$ cat config.mk
export PLATFORM = sky130hd
export DESIGN_NAME = softusb_tx
export DESIGN_NICKNAME = d
export VERILOG_FILES = /design/src/rtl/softusb_tx.sv
export SDC_FILE = /design/constraint.sdc
export NUM_CORES = 1
export LEC_CHECK = 0
export BUFFER_PORTS_ARGS = -buffer_cell sky130_fd_sc_hd__buf_2
export CORE_ASPECT_RATIO = 1.2
export CORE_MARGIN = 2
export CORE_UTILIZATION = 40
export DETAILED_ROUTE_END_ITERATION = 8
export PLACE_DENSITY_LB_ADDON = 0.3
export SLEW_MARGIN = 40
export SYNTH_ARGS = -nofsm -noshare
export SYNTH_HDL_FRONTEND = slang
export SYNTH_SLANG_ARGS = --single-unit
$ cat constraint.sdc
create_clock -name usb_clk -period 2.7 [get_ports usb_clk]
set_clock_uncertainty 0.1 [all_clocks]
set_input_delay 0.54 -clock usb_clk [delete_from_list [all_inputs] [get_ports usb_clk]]
set_output_delay 0.54 -clock usb_clk [all_outputs]
set_load 0.01 [all_outputs]
$ cat src/rtl/softusb_tx.sv
// softusb_tx: USB 1.1 line transmitter (SYNC, NRZI bit-stuffed data, EOP) with standalone EOP generation
module softusb_tx (
    input  logic       usb_clk,
    input  logic       usb_rst_n,
    input  logic [7:0] tx_data,
    input  logic       tx_valid,
    output logic       tx_ready,
    output logic       tx_busy,
    input  logic       low_speed,
    input  logic       generate_eop,
    output logic       txp,
    output logic       txm,
    output logic       txoe
);
    localparam logic [2:0] IDLE    = 3'd0;
    localparam logic [2:0] SYNC    = 3'd1;
    localparam logic [2:0] DATA    = 3'd2;
    localparam logic [2:0] STUFF   = 3'd3;
    localparam logic [2:0] EOP_SE0 = 3'd4;
    localparam logic [2:0] EOP_J   = 3'd5;
    logic [2:0] state_q, state_d;
    logic       ls_q, ls_d;
    logic       lvl_q, lvl_d;
    logic [5:0] per_q, per_d;
    logic [2:0] bit_q, bit_d;
    logic [7:0] sr_q, sr_d;
    logic [2:0] ones_q, ones_d;
    logic       txp_q, txp_d, txm_q, txm_d, txoe_q, txoe_d, ready_q, ready_d, busy_q, busy_d;
    logic       bit_end, se0_end, send, nb, fetch, j_p;
    assign bit_end  = per_q == (ls_q ? 6'd31 : 6'd3);
    assign se0_end  = per_q == (ls_q ? 6'd63 : 6'd7);
    assign tx_ready = ready_q;
    assign tx_busy  = busy_q;
    assign txp      = txp_q;
    assign txm      = txm_q;
    assign txoe     = txoe_q;
    // next bit selection, stuffing, byte fetch and NRZI level; lvl=1 means J
    always_comb begin
        state_d = state_q;
        ls_d    = ls_q;
        lvl_d   = lvl_q;
        per_d   = per_q + 6'd1;
        bit_d   = bit_q;
        sr_d    = sr_q;
        ones_d  = ones_q;
        ready_d = 1'b0;
        send    = 1'b0;
        nb      = 1'b0;
        fetch   = 1'b0;
        case (state_q)
            IDLE: begin
                per_d  = '0;
                bit_d  = '0;
                ones_d = '0;
                lvl_d  = 1'b1;
                if (tx_valid) begin
                    ls_d    = low_speed;
                    lvl_d   = 1'b0;
                    state_d = SYNC;
                end else if (generate_eop) begin
                    ls_d    = low_speed;
                    state_d = EOP_SE0;
                end
            end
            SYNC: if (bit_end) begin
                send  = 1'b1;
                bit_d = bit_q + 3'd1;
                nb    = bit_q == 3'd6;
                fetch = bit_q == 3'd7;
            end
            DATA, STUFF: if (bit_end) begin
                send    = 1'b1;
                state_d = DATA;
                bit_d   = bit_q + 3'd1;
                sr_d    = {1'b0, sr_q[7:1]};
                nb      = sr_q[1];
                if (state_q == DATA && ones_q == 3'd6) begin
                    state_d = STUFF;
                    bit_d   = bit_q;
                    sr_d    = sr_q;
                    nb      = 1'b0;
                end else begin
                    fetch = bit_q == 3'd7;
                end
            end
            EOP_SE0: if (se0_end) begin
                state_d = EOP_J;
                per_d   = '0;
            end
            EOP_J: if (bit_end) begin
                state_d = IDLE;
                per_d   = '0;
            end
            default: state_d = IDLE;
        endcase
        if (fetch) begin
            if (tx_valid) begin
                state_d = DATA;
                sr_d    = tx_data;
                bit_d   = '0;
                nb      = tx_data[0];
                ready_d = 1'b1;
            end else begin
                send    = 1'b0;
                state_d = EOP_SE0;
                per_d   = '0;
                lvl_d   = 1'b1;
            end
        end
        if (send) begin
            per_d  = '0;
            lvl_d  = nb ? lvl_q : ~lvl_q;
            ones_d = nb ? ones_q + 3'd1 : 3'd0;
        end
        j_p     = state_d == IDLE ? ~low_speed : lvl_d ^ ls_d;
        txp_d   = state_d != EOP_SE0 && j_p;
        txm_d   = state_d != EOP_SE0 && !j_p;
        txoe_d  = state_d != IDLE;
        busy_d  = state_d != IDLE;
    end
    // state and registered line outputs, cleared asynchronously
    always_ff @(posedge usb_clk or negedge usb_rst_n) begin
        if (!usb_rst_n) begin
            state_q <= IDLE;
            ls_q    <= 1'b0;
            lvl_q   <= 1'b1;
            per_q   <= '0;
            bit_q   <= '0;
            sr_q    <= '0;
            ones_q  <= '0;
            txp_q   <= 1'b1;
            txm_q   <= 1'b0;
            txoe_q  <= 1'b0;
            ready_q <= 1'b0;
            busy_q  <= 1'b0;
        end else begin
            state_q <= state_d;
            ls_q    <= ls_d;
            lvl_q   <= lvl_d;
            per_q   <= per_d;
            bit_q   <= bit_d;
            sr_q    <= sr_d;
            ones_q  <= ones_d;
            txp_q   <= txp_d;
            txm_q   <= txm_d;
            txoe_q  <= txoe_d;
            ready_q <= ready_d;
            busy_q  <= busy_d;
        end
    end
endmodule
Yosys cells after proc, flatten, opt, wreduce, memory -nomap -nowiden. Index checks and enable logic that the tools add are counted.

Bits in registers: 29. Output and inout port bits: 5.

Add/subtract/negate cells: 3. Eq/ne operators: 11. Muxes and demuxes: 57. Bitwise gates (word level): 3. Reduce and logical (&&, ||, !) cells: 10.

Operators by type and width (number): 3-bit two-way mux (15); 8-bit two-way mux (5); 6-bit two-way mux (6); 1-bit two-way mux (25); 6-bit case mux with 3 select lines (1); 3-bit equality test, second input constant (5); 3-bit case mux with 5 select lines (1); 3-bit case mux with 3 select lines (1); 3-bit by 1-bit adder with 3-bit output, second input constant (2); 6-bit by 1-bit adder with 6-bit output, second input constant (1); 3-bit by 2-bit equality test with 1-bit output, second input constant (2); 6-bit by 5-bit equality test with 1-bit output (1); 6-bit equality test (1); 3-bit logical NOT (2); 5-bit two-way mux (1); 1-bit case mux with 2 select lines (2); 3-bit by 1-bit equality test with 1-bit output, second input constant (1); 1-bit logical AND (3); 3-bit inequality test, second input constant (1); 3-bit nonzero test (1); 3-bit OR reduction (1); 1-bit NOT (2); 2-bit nonzero test (1); 2-bit OR reduction (1); other kinds (2) (2).

Depth between registers and ports, before layout. Gate-level depths: netlist (run 1).

Depth in word-level cells: 13. Mapped depth: 10.

Worst setup path after synthesis (run 1). OpenSTA, ideal clock, no wires.

Path kind: reg-to-reg. Start point: register per_q[3]. End point: register sr_q[7]. Setup time: 0.121 ns. Arrival time: 2.099 ns. Path slack: 0.380 ns. Cell stages (with the launch flop): 8. Buffers on the path: 1. Clock period less this slack: 2.320 ns. Cell sequence: dfrtp_1 > or4_4 > a2111oi_4 > and2b_2 > and2_4 > buf_12 > nor2_1 > a22o_1.

Longest elaborated chain between the ends: 5. Elaborated cells on any way between the ends: 8.

Ends and longest elaborated chain: from (decl) (RTL line 24) `logic [5:0] per_q, per_d;`; from (signal assigned) (RTL line 140) `per_q <= per_d;`; 6-bit by 5-bit equality test with 1-bit output (*) (RTL line 30) `assign bit_end = per_q == (ls_q ? 6'd31 : 6'd3);`; 8-bit two-way mux (RTL line 71) `DATA, STUFF: if (bit_end) begin`; 8-bit two-way mux (RTL line 50) `case (state_q)`; 8-bit two-way mux (RTL line 97) `if (tx_valid) begin`; 8-bit two-way mux (*) (RTL line 96) `if (fetch) begin`; named net sr_d[7] (RTL line 26) `logic [7:0] sr_q, sr_d;`; to (signal assigned) (RTL line 142) `sr_q <= sr_d;`; to (decl) (RTL line 26).

Mark *: on every way through the listed nets, which the timed path passes. The rest lies on a longest branch. A chain may end at the register's enable or synchronous reset.

Worst setup path in the final report (run 1).
Start point: register per_q[3]. End point: register txp_q (netlist: txp).

Longest elaborated chain between the ends: 10. Elaborated cells on any way between the ends: 27.

Ends and longest elaborated chain: 6-bit by 5-bit equality test with 1-bit output (RTL line 30); 1-bit two-way mux (on tied branches) (RTL line 71, 65); 1-bit case mux with 2 select lines (RTL line 50); 1-bit two-way mux (RTL line 97); 1-bit two-way mux (RTL line 96); 1-bit two-way mux (RTL line 112) `lvl_d = nb ? lvl_q : ~lvl_q;`; 1-bit two-way mux (RTL line 110) `if (send) begin`; 1-bit bitwise XOR (RTL line 115) `j_p = state_d == IDLE ? ~low_speed : lvl_d ^ ls_d;`; 1-bit two-way mux (RTL line 115); 1-bit logical AND (*) (RTL line 116) `txp_d = state_d != EOP_SE0 && j_p;`; named net txp_d (RTL line 28) `logic txp_q, txp_d, txm_q, txm_d, txoe_q, txoe_d, ready_q, ready_d, busy_q, busy_d;`; to (signal assigned) (RTL line 144) `txp_q <= txp_d;`; to (decl) (RTL line 28).

Marks and branches as above.

==> impl_metrics.ini, run 1 <==
[cts]
clk_latency_ps = 270
cts.sink_count = 28
tritoncts = built
cts.repair.resized = 0
clk_pin_slew_worst_paths_ps = 90
clock-root-buffer = clkbuf_8
cts.repair_timing.setup_buffer_count = 0
clock_tree.buffer_depth = 2
cts_inserted_buffers = 3
cts_htree_levels = 1
ctsHoldBuffers = 0

[critical_path]
critical_path.endpoint_type = register
cp_max_fo = 7
crit_type = register to register
worstReg2RegEnd = txp$_DFF_PN1_
r2r_cells = 6
reg2reg_setup_slack_ps = 280
cp.required_ps = 2800
worst_setup_path_start_kind = register
critical_path_data_arrival_time_ps = 2520
crit-reg2reg-launch = per_q[3]$_DFF_PN0_

[route]
drt-initial-drc-count = 34
wl_mm = 3.14
first_pass_iters = 4
dr_total_vias = 1311
detail_route.vias_per_cell = 5.31
routedWlPerCell_microns = 12.7
ant_nets = 0
drc = 0

[sta]
setup-violations-final = 0
worstMarginPinSlew_ps = 728
max_slew_margin_pct = 50.8
final.setup.tns_ps = 0
finalCritPeriodShare_pct = 89.6
hold_viol_final = 0
final_critical_path_setup_slack_ps = 281
slew_violations = 0
grt_setup_unrepaired = false
final.min_clock_period_ps = 2420
achievable-frequency_mhz = 413

[power_and_ir_drop]
power.internal_mw = 0.870
power.share.clock_pct = 16.3
power.switching_mw = 0.562
power.share.combinational_pct = 40.6
leakagePower_nw = 0.780
power_density_nw_per_um2 = 751
power.sequential.fraction_pct = 43.1
report.power.total_mw = 1.43
power.switching_fraction_pct = 39.3
max-vdd-ir-drop_mv = 0.303

[logic_synthesis]
synthDistinctLibCells = 56
syn_avg_cell_area_sq_um = 9.95
synthFlopType = dfrtp_1
postSynthCellCount = 174
mappedNetlistNets = 193
synth-seq-cells = 28
synth.yosys.seq_area_share_pct = 40.6
postSynth.asyncResetShare_pct = 100
netlist_area_sq_um = 1730
number_of_synthesized_flops_with_an_enable_pin = 0
yosys_warnings = 0

[die]
fp.dieW_microns = 64.1
initial_utilization_pct = 41.3
fp.dieArea_sq_um = 4870
ioPinCount = 18
rows = 26
core_area_sq_um = 4200
die-height_microns = 76.1

[layout]
mostFrequentLayoutCells = 26 x dfrtp_1, 17 x buf_2, 14 x nor2_1
layout.filler_cells = 399
syn2layout_area_growth_pct = 10.0
antenna_cells = 0
sequential_cell_area_sq_um = 703
layout_commonest_cell = dfrtp_1
final_cell_area_sq_um = 1910
post_route_cells_drive_above_1_share_pct = 24.1
utilization_pct = 45.4
final_nets = 211
multi_input_area_sq_um = 933

[flow_run]
drv_cap = 0

[global_route]
via_count_of_the_first_global_routing_pass = 1235
grt_overflow_total = 0
grt_max_degree = 29
grt_use_total_pct = 14.3
number_of_antenna_violations_at_the_first_check_in_global_routing = 0
global_route_wire_length_before_repair_mm = 5.66

[place]
port-buffer-count = 17
pre_cts_slack_ps = 296
detailed_place.area_sq_um = 1860
hpwl_mm = 2.34
gp_routability_congestion = 0.896

[hold_path]
hold_crit_class = input pin to asynchronous set/reset pin

[outcome]
status = complete, no violations
-- metal layers --
| layer | GRT usage, % | routed length [microns] | vias up |
|---|---|---|---|
| li1 | - | - | 670 |
| met1 | 20.9 | 1570 | 611 |
| met2 | 21.6 | 1430 | 25 |
| met3 | 2.66 | 104 | 5 |
| met4 | 3.91 | 38 | 0 |
| met5 | 0 | 0 | - |
-- flip-flops by register name, indices dropped and copies added (netlist names) --
name	cells
sr_q	7
per_q	6
bit_q	3
ones_q	3
state_q	3
ls_q	1
lvl_q	1
tx_busy	1
tx_ready	1
txm	1
txp	1
-- power groups by stage --
stage	Combinational (mW)	Sequential, mW	Clock [mW]
2_1_floorplan	0.473	0.599	0
3_3_place_gp	0.582	0.623	0
3_5_place_dp	0.585	0.625	0
4_1_cts	0.586	0.617	0.240
5_1_grt	0.670	0.635	0.259
6_report	0.582	0.617	0.233
-- cell type report --
class	count	area share, %
inverter	7	1.38
sequential	28	36.9
clock buffer	4	2.36
timing repair buffer	21	6.70
tap	56	3.68
multi-input combinational	131	49.0
-- cell usage after synthesis (all sizes together) (2+ instances only) --
| cell type | count | area (sq um) |
|---|---|---|
| and3 | 2 | 12.5 |
| nor2 | 15 | 72.6 |
| and2 | 2 | 15.0 |
| mux2i | 8 | 83.8 |
| nand2b | 2 | 12.5 |
| a21oi | 4 | 23.8 |
| o21ai | 13 | 87.6 |
| a22oi | 3 | 22.5 |
| dfstp | 2 | 52.6 |
| a31oi | 2 | 12.5 |
| nor3 | 5 | 25.0 |
| dfrtp | 26 | 651 |
| nor3b | 2 | 15.0 |
| inv | 7 | 26.3 |
| clkbuf | 3 | 11.3 |
| nand3 | 3 | 15.0 |
| o21a | 3 | 22.5 |
| xor2 | 2 | 17.5 |
| o211ai | 5 | 37.5 |
| nor4 | 3 | 18.8 |
| nand2 | 19 | 86.3 |
| ha | 6 | 75.1 |
| o31ai | 2 | 20.0 |
| nor2b | 3 | 18.8 |
| a2111oi | 3 | 45.1 |
| a21o | 5 | 37.5 |
| buf | 5 | 57.6 |
| a41oi | 2 | 17.5 |
-- worst max-delay path: stages (launching register included) --
cell and delay [ps]:
dfrtp_1 450, or4_4 600, a2111oi_4 450, o211ai_1 160, mux2i_2 280, nor3_1 110, o31ai_2 180
-- logic make-up after synthesis --
group,Yosys count,share of synthesized area [%]
muxes,8,4.84
DFF,28,40.6
adders and majority gates,6,4.34
xor gates and xnor gates,3,1.52
and+or+nand+nor,64,20.5
buffers and inverters,15,5.49
AOI/OAI and AO/OA,50,22.7
-- how the worst max path moves through the flow --
stage / startpoint / end / slack [ps]
finish: per_q[3]$_DFF_PN0_ / txp$_DFF_PN1_ / 280
global placement: per_q[3]$_DFF_PN0_ / ones_q[2]$_DFFE_PN0P_ / 290
floorplan: per_q[3]$_DFF_PN0_ / sr_q[7]$_DFF_PN0_ / 380
global route: per_q[0]$_DFF_PN0_ / txm$_DFF_PN0_ / 60
CTS: per_q[0]$_DFF_PN0_ / txm$_DFF_PN0_ / 270
detailed placement: per_q[3]$_DFF_PN0_ / txp$_DFF_PN1_ / 300
-- metrics by stage --
| stage | std cells | hold WS [ps] |
|---|---|---|
| floorplan | 174 | 144 |
| global placement | 243 | 357 |
| detailed placement | 243 | 362 |
| CTS | 247 | 191 |
| global route | 247 | 214 |
| finish | 247 | 167 |
(Power assumes the default switching activity.)
==> run 2: changes to the inputs <==
- ABC_AREA: default -> 1
==> run 2 against run 1 <==
Flip-flop and latch count unchanged. Maximum frequency up 13%. Largest cell class unchanged. Critical path depth up 9. Combinational power down 96%. Sequential power down 32%. Worst setup slack better by 280 ps.
==> impl_metrics.ini, run 2 <==
[cts]
ctsHoldBuffers = 0
tritoncts = built
clock-root-buffer = clkbuf_8
cts_inserted_buffers = 3
clk_latency_ps = 280
clock_tree.buffer_depth = 2
cts.repair.resized = 0
cts.sink_count = 28
cts.repair_timing.setup_buffer_count = 0
clk_pin_slew_worst_paths_ps = 100
cts_htree_levels = 1

[critical_path]
crit_type = register to register
worstSetupStartpoint = per_q[0]$_DFF_PN0_
cp.buffers_inverters = 1
critPathTopFamily = simple AND/OR/NAND/NOR gates
crit-reg2reg-launch = per_q[0]$_DFF_PN0_
cp_max_fo = 5
path_cells = ha_1 > inv_1 > nor2_1 > nand2_1 > nor2_2 > nand2_2 > nand2_2 > nor2_2 > nor2_2 > nand2_1 > nor2_2 > nand3_1 > nand3_1 > nand2_1 > nor2_1
path_common_cell = nor2_2
cp_slowest_cell = dfrtp_1
cp.required_ps = 2820
worst_path_largest_cell_delay_ps = 380
critical_path_data_arrival_time_ps = 2260
worst_setup_path_start_kind = register
critical_path.endpoint_type = register

[logic_synthesis]
synth_simple_gate_area_share_pct = 35.7
synthFlopType = dfrtp_1
mappedNetlistNets = 246
synth.top_cells.by_count = 48 x nand2_1, 31 x nor2_1, 27 x inv_1, 26 x dfrtp_1, 16 x nand3_1
synth_top_area_share_pct = 37.4
main_combinational_cell_family_by_area_after_synthesis = simple AND/OR/NAND/NOR gates
synth_compound_area_share_pct = 10.1
synthTopCellsByArea = dfrtp_1 37%, nand2_1 10%, nor2_1 6.7%, inv_1 5.8%, nand3_1 4.6%
syn_avg_cell_area_sq_um = 7.67
postSynth.asyncResetShare_pct = 100
yosys_warnings = 0
synthXorXnorAreaFrac_pct = 1.51
synthDistinctLibCells = 34
synth-adder-area-share_pct = 4.31
multiplexer_area_fraction_after_synthesis_pct = 0
synth-seq-cells = 28
netlist_area_sq_um = 1740
synth.yosys.seq_area_share_pct = 40.4
number_of_synthesized_flops_with_an_enable_pin = 0
postSynthCellCount = 227
synthMostInstantiatedCell = nand2_1
netlist.top_cell.by_area = dfrtp_1

[sta]
final.min_clock_period_ps = 2140
max_slew_margin_pct = 58.2
finalCritPeriodShare_pct = 79.2
setup-violations-final = 0
final.setup.tns_ps = 0
hold_viol_final = 0
grt_setup_unrepaired = false
worstMarginPinSlew_ps = 627
slew_violations = 0
achievable-frequency_mhz = 468

[die]
initial_utilization_pct = 41.2
core_area_sq_um = 4230
fp.dieArea_sq_um = 4900
ioPinCount = 18
rows = 26
die-height_microns = 76.3
fp.dieW_microns = 64.2

[layout]
utilization_pct = 46.4
post_route_cells_drive_above_1_share_pct = 20.6
registers.top_by_ff_count = sr_q
biggest_regs = sr_q: 7 flops, per_q: 6 flops
syn2layout_area_growth_pct = 12.8
largest_reg_flops = 7
layout.filler_cells = 436
final_nets = 267
mostFrequentLayoutCells = 48 x nand2_1, 31 x nor2_1, 27 x inv_1
antenna_cells = 0
layout_commonest_cell = nand2_1

[global_route]
grt_use_total_pct = 16.2
global_route_wire_length_before_repair_mm = 6.37
via_count_of_the_first_global_routing_pass = 1451
grt_max_degree = 29
number_of_antenna_violations_at_the_first_check_in_global_routing = 0
grt_overflow_total = 0

[route]
wl_mm = 3.60
detail_route.vias_per_cell = 4.95
ant_nets = 0
dr_total_vias = 1500
routedWlPerCell_microns = 11.9
first_pass_iters = 4
drt-initial-drc-count = 27
drc = 0

[power_and_ir_drop]
power.share.clock_pct = 43.1
power.switching_mw = 0.149
power.share.combinational_pct = 2.7
power.sequential.fraction_pct = 54.2
power.switching_fraction_pct = 19.2
power_density_nw_per_um2 = 394
max-vdd-ir-drop_mv = 0.209
power.internal_mw = 0.624
leakagePower_nw = 1.05

[outcome]
status = complete, no violations

[place]
hpwl_mm = 2.81
port-buffer-count = 17
gp_routability_congestion = 0.856

[flow_run]
drv_cap = 0

[hold_path]
hold_crit_class = input pin to asynchronous set/reset pin
[run 2: power groups by stage]
stage / clock network [mW] / logic, mW / registers (mW)
6_report: 0.333 / 0.0205 / 0.419
5_1_grt: 0.362 / 0.0239 / 0.419
4_1_cts: 0.341 / 0.0216 / 0.419
3_5_place_dp: 0 / 0.0214 / 0.427
3_3_place_gp: 0 / 0.0211 / 0.427
2_1_floorplan: 0 / 0.00120 / 0.427
[run 2: worst reg2reg max path, cell delays in order (launching register included)]
cell and delay [ps]:
dfrtp_1 380, ha_1 170, inv_1 50, nor2_1 150
nand2_1 80, nor2_2 90, nand2_2 120, nand2_2 100
nor2_2 50, nor2_2 110, nand2_1 80, nor2_2 180
nand3_1 150, nand3_1 130, nand2_1 60, nor2_1 80
[run 2: kinds of logic after synthesis]
family / after synthesis
DFF: 28
adders and majority gates: 6
buffers and inverters: 35
and+or+nand+nor: 126
xor gates and xnor gates: 3
AOI/OAI and AO/OA: 29
[run 2: final timing paths]
path | to | slack, ps | cells past startpoint
max | txp$_DFF_PN1_ | 560 | 15
min | state_q[0]$_DFF_PN0_ | 170 | 1
max reg2reg | txp$_DFF_PN1_ | 560 | 15
min reg2reg | per_q[0]$_DFF_PN0_ | 370 | 1
max in group asynchronous | state_q[1]$_DFF_PN0_ | 1930 | 1
min in group usb_clk | sr_q[7]$_DFF_PN0_ | 350 | 3
[run 2: final cells by class]
cell class	instances	area [sq um]	share of cell area, %
Inverter	33	126	6.44
Tap cell	56	70.1	3.57
Timing Repair Buffer	18	92.6	4.72
Sequential cell	28	703	35.8
Clock buffer	3	41.3	2.10
Clock inverter	1	30.0	1.53
Multi-Input combinational cell	164	900	45.8
[run 2: through the flow]
step                      cells  cell area, sq um  setup slack (ps)  hold slack, ps  power (mW)
after floorplan             227              1740               828             144       0.429
after global placement      299              1890               577             345       0.448
after detailed placement    299              1890               564             355       0.449
after CTS                   303              1960               529             193       0.781
after global routing        303              1960               238             212       0.805
final                       303              1960               561             167       0.773
[run 2: layer usage]
layer  wire [microns]  vias to the layer above  GRT usage (%)
met3              113                        7           1.92
met1             1660                      686           21.0
li1                 -                      779              -
met4               66                        0           5.74
met5                0                        -              0
met2             1760                       28           27.7
